==> config.mk <==
export PLATFORM = sky130hd
export DESIGN_NAME = miriscv_fetch_unit_flat
export DESIGN_NICKNAME = d
export VERILOG_FILES = /design/src/rtl/miriscv_fetch_unit_if.sv /design/src/rtl/miriscv_fetch_unit.sv /design/src/flat_wrapper.sv
export SDC_FILE = /design/constraint.sdc
export NUM_CORES = 1
export LEC_CHECK = 0
export ABC_CLOCK_PERIOD_IN_PS = 3850
export BUFFER_PORTS_ARGS = -buffer_cell sky130_fd_sc_hd__clkbuf_2
export CORE_ASPECT_RATIO = 2
export CORE_UTILIZATION = 45
export DETAILED_ROUTE_END_ITERATION = 10
export PLACE_DENSITY = 0.63
export SETUP_SLACK_MARGIN = 0.4
export SYNTH_ARGS = -nofsm -noshare
export SYNTH_HDL_FRONTEND = slang
export SYNTH_SLANG_ARGS = --single-unit
==> constraint.sdc <==
create_clock -name clk_i -period 3.85 [get_ports clk_i]
set_clock_uncertainty 0.1 [all_clocks]
set_input_delay 0.385 -clock clk_i [delete_from_list [all_inputs] [get_ports clk_i]]
set_output_delay 0.385 -clock clk_i [all_outputs]
set_load 0.03 [all_outputs]
==> src/rtl/miriscv_fetch_unit_if.sv <==
// Instruction-memory request/response bus plus the fetch-to-decode handshake.
interface miriscv_fetch_unit_if #(
   parameter int XLEN = 32
);
   logic            instr_req;
   logic [XLEN-1:0] instr_addr;
   logic            instr_gnt;
   logic            instr_rvalid;
   logic [XLEN-1:0] instr_rdata;
   logic            fetch_valid;
   logic [XLEN-1:0] fetch_instr;
   logic [XLEN-1:0] fetch_pc;
   logic            fetch_ready;

   modport master (
      output instr_req, instr_addr, fetch_valid, fetch_instr, fetch_pc,
      input  instr_gnt, instr_rvalid, instr_rdata, fetch_ready
   );

   modport slave (
      input  instr_req, instr_addr, fetch_valid, fetch_instr, fetch_pc,
      output instr_gnt, instr_rvalid, instr_rdata, fetch_ready
   );
endinterface

==> src/rtl/miriscv_fetch_unit.sv <==
// In-order fetch front-end: PC generation, req/gnt/rvalid memory access and a
// DEPTH-entry {pc, instr} buffer, with redirect flushing buffered and in-flight words.
module miriscv_fetch_unit #(
   parameter int              XLEN     = 32,
   parameter int              DEPTH    = 2,
   parameter logic [XLEN-1:0] RESET_PC = '0
) (
   input  logic                  clk_i,
   input  logic                  arstn_i,
   input  logic                  redirect_i,
   input  logic [XLEN-1:0]       redirect_pc_i,
   miriscv_fetch_unit_if.master  bus
);
   localparam int CW = $clog2(DEPTH + 1);
   localparam int PW = $clog2(DEPTH);

   logic [XLEN-1:0] pc_q, pc_d;
   logic [CW-1:0]   count_q, count_d, out_q, out_d, disc_q, disc_d;
   logic [PW-1:0]   head_q, head_d, tail_q, tail_d;
   logic [PW-1:0]   gwr_q, gwr_d, grd_q, grd_d;
   logic [DEPTH-1:0][XLEN-1:0] gpc_q, fpc_q, finstr_q;

   logic req, gnt_fire, rsp, drop, push, pop;

   // A slot is reserved for every outstanding grant, so the buffer can never overflow.
   always_comb begin
      req      = arstn_i && (({1'b0, count_q} + {1'b0, out_q}) < (CW+1)'(DEPTH));
      gnt_fire = req && bus.instr_gnt;
      rsp      = bus.instr_rvalid && (out_q != '0);
      drop     = redirect_i || (disc_q != '0);
      push     = rsp && !drop;
      pop      = (count_q != '0) && bus.fetch_ready;
   end

   always_comb begin
      pc_d    = pc_q;
      out_d   = out_q + CW'(gnt_fire) - CW'(rsp);
      gwr_d   = gwr_q + PW'(gnt_fire);
      grd_d   = grd_q + PW'(rsp);
      count_d = count_q + CW'(push) - CW'(pop);
      head_d  = head_q + PW'(pop);
      tail_d  = tail_q + PW'(push);
      disc_d  = disc_q - CW'(rsp && (disc_q != '0));
      if (gnt_fire) pc_d = pc_q + XLEN'(4);
      if (redirect_i) begin
         // Everything still in flight after this cycle belongs to the old stream.
         pc_d    = {redirect_pc_i[XLEN-1:2], 2'b00};
         count_d = '0;
         head_d  = '0;
         tail_d  = '0;
         disc_d  = out_d;
      end
   end

   always_ff @(posedge clk_i or negedge arstn_i) begin
      if (!arstn_i) begin
         pc_q     <= RESET_PC;
         count_q  <= '0;
         out_q    <= '0;
         disc_q   <= '0;
         head_q   <= '0;
         tail_q   <= '0;
         gwr_q    <= '0;
         grd_q    <= '0;
         gpc_q    <= '0;
         fpc_q    <= '0;
         finstr_q <= '0;
      end else begin
         pc_q    <= pc_d;
         count_q <= count_d;
         out_q   <= out_d;
         disc_q  <= disc_d;
         head_q  <= head_d;
         tail_q  <= tail_d;
         gwr_q   <= gwr_d;
         grd_q   <= grd_d;
         if (gnt_fire) gpc_q[gwr_q] <= pc_q;
         if (push) begin
            fpc_q[tail_q]    <= gpc_q[grd_q];
            finstr_q[tail_q] <= bus.instr_rdata;
         end
      end
   end

   assign bus.instr_req   = req;
   assign bus.instr_addr  = pc_q;
   assign bus.fetch_valid = (count_q != '0);
   assign bus.fetch_instr = (count_q != '0) ? finstr_q[head_q] : '0;
   assign bus.fetch_pc    = (count_q != '0) ? fpc_q[head_q]    : '0;
endmodule

==> src/flat_wrapper.sv <==
// flat-port wrapper written by rule: the top's interface ports become plain ports
module miriscv_fetch_unit_flat 
#(
   parameter int              XLEN     = 32,
   parameter int              DEPTH    = 2,
   parameter logic [XLEN-1:0] RESET_PC = '0
)
  (clk_i, arstn_i, redirect_i, redirect_pc_i, bus_instr_req, bus_instr_addr, bus_fetch_valid, bus_fetch_instr, bus_fetch_pc, bus_instr_gnt, bus_instr_rvalid, bus_instr_rdata, bus_fetch_ready);
  miriscv_fetch_unit_if #(.XLEN(XLEN)) bus_i ();
  input  logic clk_i;
  input  logic arstn_i;
  input  logic redirect_i;
  input  logic [XLEN-1:0] redirect_pc_i;
  output wire logic [$bits(bus_i.instr_req)-1:0] bus_instr_req;
  output wire logic [$bits(bus_i.instr_addr)-1:0] bus_instr_addr;
  output wire logic [$bits(bus_i.fetch_valid)-1:0] bus_fetch_valid;
  output wire logic [$bits(bus_i.fetch_instr)-1:0] bus_fetch_instr;
  output wire logic [$bits(bus_i.fetch_pc)-1:0] bus_fetch_pc;
  input wire logic [$bits(bus_i.instr_gnt)-1:0] bus_instr_gnt;
  input wire logic [$bits(bus_i.instr_rvalid)-1:0] bus_instr_rvalid;
  input wire logic [$bits(bus_i.instr_rdata)-1:0] bus_instr_rdata;
  input wire logic [$bits(bus_i.fetch_ready)-1:0] bus_fetch_ready;
  assign bus_instr_req = bus_i.instr_req;
  assign bus_instr_addr = bus_i.instr_addr;
  assign bus_fetch_valid = bus_i.fetch_valid;
  assign bus_fetch_instr = bus_i.fetch_instr;
  assign bus_fetch_pc = bus_i.fetch_pc;
  assign bus_i.instr_gnt = bus_instr_gnt;
  assign bus_i.instr_rvalid = bus_instr_rvalid;
  assign bus_i.instr_rdata = bus_instr_rdata;
  assign bus_i.fetch_ready = bus_fetch_ready;
  miriscv_fetch_unit #(.XLEN(XLEN), .DEPTH(DEPTH), .RESET_PC(RESET_PC)) u_core (.clk_i(clk_i), .arstn_i(arstn_i), .redirect_i(redirect_i), .redirect_pc_i(redirect_pc_i), .bus(bus_i));
endmodule
Word-level counts from Yosys, hierarchy flattened

Index checks and enable logic that the tools add are counted.

Register bits after elaboration: 234
Bits of input ports: 70
Output and inout bits: 98
Logic and storage cells: 67

Add/subtract/negate cells: 11
Order comparisons: 7
Mux-type cells: 21
Reduce and logical (&&, ||, !) cells: 14

Operators with widths:

| cell                                                                         | number |
|---|---|
| 32-bit two-way mux                                                           | 12 |
| 64-bit bitwise mux                                                           | 3 |
| 32-bit demux with 1-bit select                                               | 2 |
| 32-bit by 3-bit adder with 32-bit output, second input constant              | 1 |
| 1-bit logical AND                                                            | 8 |
| 1-bit by 2-bit less-than comparator with 1-bit output, second input constant | 4 |
| 2-bit nonzero test                                                           | 4 |
| 2-bit by 1-bit subtractor with 2-bit output                                  | 3 |
| 1-bit adder                                                                  | 4 |
| 2-bit by 1-bit adder with 2-bit output                                       | 2 |
| 2-bit two-way mux                                                            | 2 |
| 2-bit by 2-bit adder with 3-bit output                                       | 1 |
| 3-bit by 2-bit less-than comparator with 1-bit output, second input constant | 1 |
| 1-bit greater-or-equal comparator, second input constant                     | 2 |
| 1-bit two-way mux                                                            | 2 |
| 1-bit zero test                                                              | 1 |
| 1-bit logical OR                                                             | 1 |

Logic depth before layout (Yosys ltp)

Depth after elaboration: 7
Mapped depth: 10
Depth with buffers taken out: 9

Least setup slack after synthesis

No wires, ideal clock.

Kind: register to register
Start: reg u_core.out_q[0]
End: reg u_core.gpc_q[10] (netlist name)
Arrival: 2.551 ns
Data required time: 3.625 ns
Setup slack: 1.075 ns
Stages on the path, launching flop included: 9
Clock period less this slack: 2.775 ns
Path through: dfrtp_1 inv_1 nor2_1 fa_1 and4bb_2 buf_1 ha_1 clkbuf_1 mux2_2

Cells in the longest elaborated chain, start to end: 4

RTL lines:

| element                                               | RTL line                 | source |
|---|---|---|
| start: declaration                                    | miriscv_fetch_unit.sv:18 | `logic [CW-1:0] count_q, count_d, out_q, out_d, disc_q, disc_d;` |
| start signal: assignment                              | miriscv_fetch_unit.sv:71 | `out_q <= out_d;` |
| 2-bit by 2-bit adder with 3-bit output                | miriscv_fetch_unit.sv:27 | `req = arstn_i && (({1'b0, count_q} + {1'b0, out_q}) < (CW+1)'(DEPTH));` |
| 3-bit by 2-bit less-than comparator with 1-bit output | miriscv_fetch_unit.sv:27 |  |
| 1-bit logical AND                                     | miriscv_fetch_unit.sv:27 |  |
| 1-bit logical AND                                     | miriscv_fetch_unit.sv:28 | `gnt_fire = req && bus.instr_gnt;` |
| end signal: indexed assignment                        | miriscv_fetch_unit.sv:77 | `if (gnt_fire) gpc_q[gwr_q] <= pc_q;` |
| end: declaration                                      | miriscv_fetch_unit.sv:21 | `logic [DEPTH-1:0][XLEN-1:0] gpc_q, fpc_q, finstr_q;` |

Every way passes these cells.
A chain may end at the register's enable or synchronous reset.

Final worst setup path

Start: reg u_core.count_q[0]
End: reg u_core.gpc_q[10] (netlist name)

Cells in the longest elaborated chain, start to end: 4

RTL lines:

| element                                               | RTL line                 | source |
|---|---|---|
| start: declaration                                    | miriscv_fetch_unit.sv:18 |  |
| start signal: assignment                              | miriscv_fetch_unit.sv:70 | `count_q <= count_d;` |
| 2-bit by 2-bit adder with 3-bit output                | miriscv_fetch_unit.sv:27 |  |
| 3-bit by 2-bit less-than comparator with 1-bit output | miriscv_fetch_unit.sv:27 |  |
| 1-bit logical AND                                     | miriscv_fetch_unit.sv:27 |  |
| 1-bit logical AND                                     | miriscv_fetch_unit.sv:28 |  |

Every way passes these cells.

==> flow_summary.ini <==
[route]
viasPerCell = 5.42
wire_per_inst_um = 17.7
drt_iter0_markers = 259
drt_pass1_iterations = 4
ant_nets = 0
drc_errors = 0
wirelength_um = 23600
vias = 7213

[layout]
layout.area.seq_mm2 = 0.00561
final_common_cell = dfrtp_1
layout_common_cells = dfrtp_1 (222), clkbuf_2 (160), nor2_1 (143)
finish.instance_area_mm2 = 0.0120
final_nets = 1124
antennaDiodeCount = 0
multi_input_area_mm2 = 0.00436
fillers = 2000
syn2layout_area_growth_pct = 17.5
drive_above_1_share = 0.319

[clock_network]
clk_latency_ns = 0.50
numCtsBuffers = 21
path_clk_slew_ns = 0.06
clk_path_buf_depth = 3
cts.htree.levels = 1
cts_resized = 0
cts_tree = built
cts_root_buf = clkbuf_16
cts.sinks = 224

[power]
p_seq_frac = 0.417
leakage_nw = 5.48
clkPwrFrac = 0.200
internal_power_mw = 6.07
total_power_mw = 9.73
power_frac_comb = 0.382
power.net_switching_mw = 3.66
power.density_mw_per_mm2 = 807
swShare = 0.376
vdd_ir_drop_max_v = 0.000350

[grt]
antenna_found_initial = 0
grt_use_total = 0.209
grt_max_degree = 69
gr-usage-met1 = 0.236
grtUsageMet2 = 0.396
met3_usage = 0.0223
first_global_vias = 7343
gr-total-overflow = 0
grt_pass1_wl_um = 38100
busiest_layer = met2

[sta]
tightest_slew_ns = 1.05
period_share = 0.783
fmax_ghz = 0.332
setup_viol = 0
report.final.slew_viol_count = 0
tns_ns = 0
hold_viol = 0
rsz0062_at_grt = false
min_period_ns = 3.01
maxSlewHeadroom = 0.298

[worst_setup_path]
critPathMaxStageDelay_ns = 0.57
timing.rr.start = u_core.count_q[0]$_DFF_PN0_
rr_endpoint = u_core.gpc_q[10]$_DFFE_PN0P_
end_kind = flip-flop
criticalPathCategory = flip-flop to flip-flop
cp.required_ns = 4.13
start_kind = flip-flop
cpMaxStageDelayCell = and4bb_2
crit_family = adder cells
ff2ff_path_depth = 7
crit_chain = inv_1 -> nor2_1 -> fa_1 -> and4bb_2 -> ha_1 -> buf_4 -> mux2_2
path_max_fanout = 16
arrival_ns = 3.30
crit_buf_inv = 2
r2r_slack_ns = 0.84

[synth]
mappedNetlistArea_mm2 = 0.0102
yosysWarnings = 0
syn-mean-instance-area_um2 = 11.5
synth_top_area_frac = 0.547
yosysSeqAreaShare = 0.547
ys_seq_elements = 224
yosys.area.top_type = dfrtp_1
syn-instance-count = 894
synth.area.top_cells = dfrtp_1 (55%), mux2_2 (14%), mux2i_1 (9.1%), nor2_1 (5.3%), a21oi_1 (2.9%)
yosysUniqueCellTypes = 36

[run]
max-cap-violations = 0

[floorplanning]
initial_core_util = 0.460
ios = 168
die_x_um = 109
fp-row-count = 77
core_area_mm2 = 0.0223
die_area_mm2 = 0.0234
fp.dieH_um = 215

[place]
place_area_mm2 = 0.0113
dp_hpwl_um = 15900
io_buffers = 161
routabilityCongestion = 0.754

[status]
status = complete, no violations

[min_path]
hold_path_depth = 3
hp-class = input port to flip-flop
hold_start = redirect_pc_i[22]
hold_path_end = u_core.bus.instr_addr[22]$_DFFE_PN0P_
[final cells by class]
class                           count  area share
Clock buffer                       29      0.0470
Clock inverter                      6     0.00457
Inverter                           17     0.00530
Multi-Input combinational cell    594       0.362
Sequential cell                   224       0.466
Tap cell                          276      0.0287
Timing Repair Buffer              185      0.0864
[synth_stat cells]
cell type    n
nand2b_1     2
o211ai_1     5
or4_1       18
ha_1        10
fa_1         1
mux2_2     124
and3_1       2
xor2_1       6
and4bb_2     1
o31ai_1     12
and4_1       3
conb_1       1
nor4_1       3
nor3b_1      1
o21ai_0     14
mux2i_1     93
xnor2_1      8
nand4_1     13
clkbuf_1    44
buf_4        4
nand2_1     24
nand3_1     16
buf_2        2
or4b_2       2
nor2_1     144
a21oi_1     60
a31oi_1     14
a22oi_1      1
buf_1       11
nor2b_1      2
and2_1       3
buf_6        1
inv_1       17
o31a_1       4
dfrtp_1    224
or3_1        4
[state kept, by name, indices dropped and copies added (netlist names)]
signal / count
u_core.gpc_q: 60
u_core.finstr_q: 64
u_core.count_q: 2
u_core.head_q: 1
u_core.bus.instr_addr: 30
u_core.out_q: 2
u_core.disc_q: 2
u_core.grd_q: 1
u_core.fpc_q: 60
u_core.gwr_q: 1
u_core.tail_q: 1
[tightest hold or removal path, stage by stage]
cell and delay, ns:
clkbuf_2 0.08, nor2_1 0.08, a31oi_1 0.04
[worst max-delay path by stage]
stage                                            from                           end  slack [ns]  cells past startpoint
after global placement    u_core.count_q[0]$_DFF_PN0_  u_core.gpc_q[58]$_DFFE_PN0P_        0.87                      7
after detailed placement  u_core.count_q[0]$_DFF_PN0_  u_core.gpc_q[26]$_DFFE_PN0P_        0.82                      7
after floorplan             u_core.out_q[0]$_DFF_PN0_  u_core.gpc_q[10]$_DFFE_PN0P_        1.07                      8
after CTS                 u_core.count_q[0]$_DFF_PN0_  u_core.gpc_q[10]$_DFFE_PN0P_        0.81                      7
after global routing      u_core.count_q[0]$_DFF_PN0_  u_core.gpc_q[10]$_DFFE_PN0P_        0.68                      7
final                     u_core.count_q[0]$_DFF_PN0_  u_core.gpc_q[10]$_DFFE_PN0P_        0.84                      7
[stage by stage]
step	instances	hold slack, ns	worst slack (ns)	utilization
floorplan	897	-0.0106	1.07	-
global placement	1288	0.213	0.871	0.510
detailed placement	1288	0.217	0.822	0.510
CTS	1331	0.00197	0.806	0.541
global route	1331	0.0118	0.676	0.541
finish	1331	0.0221	0.836	0.541
[power by group through the flow]
stage / logic [mW] / clock network (mW) / registers [mW]
global placement: 3.69 / 0 / 4.06
global route: 4.09 / 2.10 / 4.20
floorplan: 2.91 / 0 / 3.85
finish: 3.72 / 1.95 / 4.06
detailed placement: 3.76 / 0 / 4.11
CTS: 3.79 / 2.02 / 4.06
[kinds of logic (layout without fill, tap and decap cells)]
kind of cell             count (synthesis)  count (layout)  share of synthesized area
other                                    1               4                   0.000366
flip-flops                             224             224                      0.547
XOR/XNOR                                14              14                     0.0120
buffers and inverters                   79             237                     0.0314
adder cells (fa/ha/maj)                 11              11                     0.0142
multiplexers                           217             217                      0.227
AO/OA/AOI/OAI                          110             110                     0.0613
AND/OR/NAND/NOR                        238             238                      0.107
[per-layer routing]
layer | share of wire | vias up
met4 | 0.026 | 0
li1 | - | 3426
met3 | 0.034 | 32
met1 | 0.39 | 3590
met5 | 0 | -
met2 | 0.55 | 165
[timing repair]
action	in CTS	in global routing
buffers inserted	0	0
endpoints found under the hold margin	55	0
hold buffers	8	0
No activity file was read; power rests on OpenSTA's default activity.
